--- src/rtl/addsub_accumulator.sv ---
// -----------------------------------------------------------------------------
// addsub_accumulator
//   Single-command accumulator with LOAD / ADD / SUB / CLEAR operations.
//   A command is accepted in IDLE, executed in EXEC through a mode-controlled
//   two's-complement adder/subtractor, and presented in DONE until the consumer
//   takes it. Only one command is in flight at a time.
//
//   Optional feature macro: ADDSUB_ACC_SAT_EN
//     When defined, an ADD/SUB result that overflows in signed terms is clamped
//     to the most positive or most negative value. ovf still reads 1 and carry
//     still reads the raw adder carry. When undefined, results wrap.
//
// Parameters
//   WIDTH      datapath width (>= 2)
//   CNT_WIDTH  width of the completed ADD/SUB counter
//
// Ports
//   clk        rising-edge clock
//   rst_n      asynchronous active-low reset
//   in_valid   command present
//   in_ready   command can be accepted (IDLE only)
//   op         00 LOAD, 01 ADD, 10 SUB, 11 CLEAR
//   operand    command operand
//   out_valid  result and flags valid (DONE)
//   out_ready  consumer accepts result
//   acc        accumulator value
//   carry      adder carry-out (for SUB: 1 = no borrow)
//   ovf        signed overflow of the last ADD/SUB
//   zero       acc == 0
//   neg        acc sign bit
//   op_count   completed ADD/SUB count, saturating
// -----------------------------------------------------------------------------
module addsub_accumulator #(
    parameter int WIDTH     = 8,
    parameter int CNT_WIDTH = 8
) (
    input  logic                 clk,
    input  logic                 rst_n,
    input  logic                 in_valid,
    output logic                 in_ready,
    input  logic [1:0]           op,
    input  logic [WIDTH-1:0]     operand,
    output logic                 out_valid,
    input  logic                 out_ready,
    output logic [WIDTH-1:0]     acc,
    output logic                 carry,
    output logic                 ovf,
    output logic                 zero,
    output logic                 neg,
    output logic [CNT_WIDTH-1:0] op_count
);

    localparam logic [1:0] IDLE = 2'b00;
    localparam logic [1:0] EXEC = 2'b01;
    localparam logic [1:0] DONE = 2'b10;

    localparam logic [1:0] OP_LOAD  = 2'b00;
    localparam logic [1:0] OP_ADD   = 2'b01;
    localparam logic [1:0] OP_SUB   = 2'b10;
    localparam logic [1:0] OP_CLEAR = 2'b11;

    localparam logic [WIDTH-1:0]     ACC_ZERO = {WIDTH{1'b0}};
    localparam logic [WIDTH-1:0]     SAT_MAX  = {1'b0, {(WIDTH-1){1'b1}}};
    localparam logic [WIDTH-1:0]     SAT_MIN  = {1'b1, {(WIDTH-1){1'b0}}};
    localparam logic [CNT_WIDTH-1:0] CNT_ZERO = {CNT_WIDTH{1'b0}};
    localparam logic [CNT_WIDTH-1:0] CNT_MAX  = {CNT_WIDTH{1'b1}};
    localparam logic [CNT_WIDTH-1:0] CNT_ONE  = {{(CNT_WIDTH-1){1'b0}}, 1'b1};

    // Mode-controlled adder/subtractor: mode=1 inverts b and injects a carry-in,
    // so the returned MSB is the carry-out (1 = no borrow for subtraction).
    function automatic logic [WIDTH:0] addsub(input logic [WIDTH-1:0] a,
                                              input logic [WIDTH-1:0] b,
                                              input logic             mode);
        logic [WIDTH-1:0] b_eff;
        b_eff  = b ^ {WIDTH{mode}};
        addsub = {1'b0, a} + {1'b0, b_eff} + {{WIDTH{1'b0}}, mode};
    endfunction

    // Signed overflow: the effective addend (b inverted for SUB) has the same
    // sign as a, but the result sign differs from a.
    function automatic logic signed_ovf(input logic a_sign,
                                        input logic b_sign,
                                        input logic r_sign,
                                        input logic mode);
        signed_ovf = (a_sign == (b_sign ^ mode)) && (r_sign != a_sign);
    endfunction

    logic [1:0]           state_r;
    logic [1:0]           op_r;
    logic [WIDTH-1:0]     operand_r;
    logic [WIDTH-1:0]     acc_r;
    logic                 carry_r;
    logic                 ovf_r;
    logic                 out_valid_r;
    logic [CNT_WIDTH-1:0] op_count_r;

    logic                 mode_s;
    logic [WIDTH:0]       sum_s;
    logic                 arith_ovf_s;
    logic [WIDTH-1:0]     arith_res_s;
    logic [WIDTH-1:0]     next_acc_s;
    logic                 next_carry_s;
    logic                 next_ovf_s;
    logic [CNT_WIDTH-1:0] next_cnt_s;

    // Adder/subtractor result and overflow handling for the captured command.
    always_comb begin
        mode_s      = (op_r == OP_SUB);
        sum_s       = addsub(acc_r, operand_r, mode_s);
        arith_ovf_s = signed_ovf(acc_r[WIDTH-1], operand_r[WIDTH-1], sum_s[WIDTH-1], mode_s);
`ifdef ADDSUB_ACC_SAT_EN
        // On overflow the true result has the sign of acc, so acc's sign picks the rail.
        if (arith_ovf_s) begin
            arith_res_s = acc_r[WIDTH-1] ? SAT_MIN : SAT_MAX;
        end else begin
            arith_res_s = sum_s[WIDTH-1:0];
        end
`else
        arith_res_s = sum_s[WIDTH-1:0];
`endif
    end

    // Next accumulator, flags and counter for the command in EXEC.
    always_comb begin
        next_acc_s   = acc_r;
        next_carry_s = carry_r;
        next_ovf_s   = ovf_r;
        next_cnt_s   = op_count_r;
        case (op_r)
            OP_LOAD: begin
                next_acc_s   = operand_r;
                next_carry_s = 1'b0;
                next_ovf_s   = 1'b0;
            end
            OP_ADD, OP_SUB: begin
                next_acc_s   = arith_res_s;
                next_carry_s = sum_s[WIDTH];
                next_ovf_s   = arith_ovf_s;
                if (op_count_r != CNT_MAX) begin
                    next_cnt_s = op_count_r + CNT_ONE;
                end else begin
                    next_cnt_s = op_count_r;
                end
            end
            OP_CLEAR: begin
                next_acc_s   = ACC_ZERO;
                next_carry_s = 1'b0;
                next_ovf_s   = 1'b0;
                next_cnt_s   = CNT_ZERO;
            end
            default: begin
                next_acc_s   = acc_r;
                next_carry_s = carry_r;
                next_ovf_s   = ovf_r;
                next_cnt_s   = op_count_r;
            end
        endcase
    end

    // Control FSM, command capture and result registers.
    always_ff @(posedge clk or negedge rst_n) begin
        if (!rst_n) begin
            state_r     <= IDLE;
            op_r        <= OP_LOAD;
            operand_r   <= ACC_ZERO;
            acc_r       <= ACC_ZERO;
            carry_r     <= 1'b0;
            ovf_r       <= 1'b0;
            out_valid_r <= 1'b0;
            op_count_r  <= CNT_ZERO;
        end else begin
            case (state_r)
                IDLE: begin
                    if (in_valid) begin
                        op_r      <= op;
                        operand_r <= operand;
                        state_r   <= EXEC;
                    end
                end
                EXEC: begin
                    acc_r       <= next_acc_s;
                    carry_r     <= next_carry_s;
                    ovf_r       <= next_ovf_s;
                    op_count_r  <= next_cnt_s;
                    out_valid_r <= 1'b1;
                    state_r     <= DONE;
                end
                DONE: begin
                    if (out_ready) begin
                        out_valid_r <= 1'b0;
                        state_r     <= IDLE;
                    end
                end
                default: begin
                    out_valid_r <= 1'b0;
                    state_r     <= IDLE;
                end
            endcase
        end
    end

    // in_ready is gated by rst_n so it reads 0 throughout reset.
    assign in_ready  = rst_n & (state_r == IDLE);
    assign out_valid = out_valid_r;
    assign acc       = acc_r;
    assign carry     = carry_r;
    assign ovf       = ovf_r;
    assign op_count  = op_count_r;
    assign zero      = (acc_r == ACC_ZERO);
    assign neg       = acc_r[WIDTH-1];

endmodule

--- config.mk ---
export PLATFORM = sky130hd
export DESIGN_NAME = addsub_accumulator
export DESIGN_NICKNAME = d
export VERILOG_FILES = /design/src/rtl/addsub_accumulator.sv
export SDC_FILE = /design/constraint.sdc
export NUM_CORES = 1
export LEC_CHECK = 0
export CELL_PAD_IN_SITES_DETAIL_PLACEMENT = 0
export CELL_PAD_IN_SITES_GLOBAL_PLACEMENT = 1
export CORE_UTILIZATION = 30
export DETAILED_ROUTE_END_ITERATION = 10
export PLACE_DENSITY_LB_ADDON = 0.1
export SYNTH_ARGS = -nofsm -noshare
export SYNTH_HDL_FRONTEND = slang
export SYNTH_SLANG_ARGS = --single-unit
--- constraint.sdc ---
create_clock -name clk -period 2.7 [get_ports clk]
set_input_delay 0.27 -clock clk [delete_from_list [all_inputs] [get_ports clk]]
set_output_delay 0.27 -clock clk [all_outputs]
set_load 0.02 [all_outputs]
==> metrics.md <==
| Metric | Value |
|---|---|
| Ratio of cells with drive above 1 in the final layout | `0.1009` |
| Nature of the critical path endpoint | `flop` |
| R2R setup slack | `260 ps` |
| Outcome | `finished, violations left` |
| Synthesized area | `1839 µm²` |
| # DRC | `1` |
| Final period util | `0.9028` |
| WHS | `483.4 ps` |
| Initial DRC Count | `54` |
| Overall power | `3618 µW` |
| Worst-path cell with the longest stage delay | `fa_1` |
| Final WL | `4516 µm` |
| Mapped Nets | `216` |
| Fmax | `410.2 MHz` |
| CTS sink cnt | `31` |
| CTS Buf Count | `5` |
| All-Layer GR Usage | `0.1595` |
| Maximum VDD drop | `0.6544 mV` |
| Port bufs | `35` |
| Gr ovfl total | `0` |
| Slew @ Worst Pin | `596.7 ps` |
| Core Region | `5921 µm²` |
| Worst path bufs/invs | `1` |
| DIE AREA | `6448 µm²` |
| Area Growth Syn to Fin | `28.37%` |
| Max Cap Viol | `0` |
| CTS tree | `done` |
| Most common cell after layout, fill and taps aside | `clkdlybuf4s50_1` |
| Die Y | `80.30 µm` |
| CP peak stage delay | `430 ps` |
| CP Class | `flop to flop` |
| Routed length per instance | `14.90 µm` |
| Worst Path Max Fanout | `8` |
| Synth unique cells | `41` |
| Rel. slew slack | `0.6014` |
| Starting Density | `0.3107` |
| Vias | `1528` |
| DRT Pass-1 Iters | `7` |
| Min cycle time layout | `2438 ps` |
| Rows | `28` |
| Max Slew Vio Count | `0` |
| Clk_lat worst skew | `290 ps` |
| Cell family with most CP delay | `adder cells` |
| Yosys synthesis warning count | `0` |
| Die Wd | `80.30 µm` |
| Commonest non-fill, non-tap cells in the layout | `clkdlybuf4s50_1, dfrtp_1, nor2_1, nand2_1, a21oi_1` |
| Post-synth EDFFs | `0` |
| Post-CTS Hold Buffers | `0` |
| Largest net degree at the start of global routing | `32` |
| I/O pins | `36` |
| Worst setup SP type | `flop` |
| Nets | `254` |
| LEAKAGE | `0.001021 µW` |
| Syn Inst Count | `190` |
| Antenna Cells | `0` |
| Crit-path cells | `inv_1 > ha_2 > mux2_4 > fa_1 > a211oi_1 > o21bai_1 > a21o_1 > and3_1 > nor3_1` |
| RSZ-0062 raised after global routing | `no` |
| Hold Path Class | `flop to flop` |
| PwrDens | `1532 nW/µm²` |
| Number of global-route vias before repair | `1601` |
| Synth Register Bits | `31` |
| CTS clock-pin slew for the worst setup and hold paths | `70 ps` |
| Clk buf depth | `2` |
| Final setup vio count | `0` |
| Final Skew | `8.480 ps` |
| Routed Antenna Nets | `0` |
| Initial antenna violation count | `0` |
| Main synth FF type | `dfrtp_1` |
| Async set-reset flop share out of synthesis | `1.000` |
| GPL Wtd Cong | `0.8930` |
| H-tree depth | `2` |
| Fin. Hold Viols | `0` |
| First-pass GRT wire length | `7659 µm` |
| Vias per inst | `5.043` |
| Worst EP arrival | `2630 ps` |
| WP data required | `2900 ps` |
| Fin Setup TNS | `0 ps` |
| Final HPWL DP | `3293 µm` |
| Sequential area share after synthesis | `0.4218` |
| Root Driver | `clkbuf_8` |
| Syn Area/Cell | `9.680 µm²` |
| Failing checks | `DRC` |
-- metal layers --
metal | vias up | track usage | share of wire
met5 | - | 0 | 0
met4 | 0 | 0.05179 | 0.0084
met3 | 3 | 0.03977 | 0.035
met2 | 35 | 0.2786 | 0.49
met1 | 740 | 0.1901 | 0.46
li1 | 750 | - | -
-- per-stage QoR --
| stage | setup slack [ps] | instance area [µm²] | cells | utilization |
|---|---|---|---|---|
| after floorplan | 392.1 | 1839 | 190 | - |
| after global placement | 215.4 | 2271 | 296 | 0.3836 |
| after detailed placement | 128.4 | 2271 | 296 | 0.3836 |
| after CTS | 104.7 | 2359 | 303 | 0.3984 |
| after global routing | 103.2 | 2361 | 303 | 0.3988 |
| final | 262.4 | 2361 | 303 | 0.3988 |
-- timing repair --
action / in CTS / in global routing
buffers inserted: 0 / 0
gates resized for setup: 0 / 1
setup endpoints to repair: 0 / 3
endpoints found under the hold margin: 0 / 0
-- kinds of logic (layout without fill, tap and decap cells) --
family,count (synthesis),in the layout,synth area share
fa+ha+maj,12,12,0.08571
compound gates,48,48,0.1714
simple gates,63,63,0.1673
flops,31,31,0.4218
mux,9,9,0.05646
xor+xnor,13,13,0.06191
buf+inv,14,52,0.03537
-- layout make-up --
class	instances	area, µm²
flip-flops and latches	31	775.7
clock inverters	1	5.005
well taps	75	93.84
clock buffers	6	82.58
repair buffers	39	380.4
multi-input cells	145	1001
inverters	6	22.52
fillers	606	3560
-- power by group --
| part | internal [µW] | total (µW) | switching [µW] |
|---|---|---|---|
| clock | 200 | 372 | 173 |
| sequential | 676 | 909 | 233 |
| combinational | 1080 | 2340 | 1250 |
-- cells in the mapped netlist, types with 2 or more instances --
library cell | n | share of area
xnor2_1 | 2 | 0.0095
mux2_2 | 7 | 0.043
nor2_1 | 17 | 0.035
and4_1 | 3 | 0.014
o22ai_1 | 3 | 0.010
or4_1 | 2 | 0.0082
o21ai_0 | 12 | 0.033
and3_1 | 2 | 0.0068
nor2b_1 | 2 | 0.0068
nand3_1 | 4 | 0.011
nand4_1 | 2 | 0.0068
xor2_1 | 11 | 0.052
nor3b_1 | 2 | 0.0082
dfrtp_1 | 31 | 0.42
nand2b_1 | 2 | 0.0068
inv_1 | 6 | 0.012
nor3_1 | 8 | 0.022
o21ai_1 | 2 | 0.0054
a21oi_1 | 14 | 0.038
a21o_1 | 4 | 0.016
ha_1 | 11 | 0.075
clkbuf_1 | 5 | 0.010
nand2_1 | 17 | 0.035
a221oi_1 | 4 | 0.019
-- sequential cells by signal, indices dropped and copies added (netlist names) --
signal / flops
state_r: 2
operand_r: 8
acc: 8
ovf: 1
op_count: 8
carry: 1
out_valid: 1
op_r: 2
-- path summary, 6_finish.rpt --
check / startpoint / end / cells past startpoint
max: op_r[0]$_DFFE_PN0P_ / acc[6]$_DFFE_PN0P_ / 9
min: out_valid$_DFFE_PN0P_ / out_valid$_DFFE_PN0P_ / 1
max reg2reg: op_r[0]$_DFFE_PN0P_ / acc[6]$_DFFE_PN0P_ / 9
min reg2reg: out_valid$_DFFE_PN0P_ / out_valid$_DFFE_PN0P_ / 1
max in group asynchronous: rst_n / acc[0]$_DFFE_PN0P_ / 2
min in group asynchronous: rst_n / acc[4]$_DFFE_PN0P_ / 2
(Power assumes the default switching activity.)
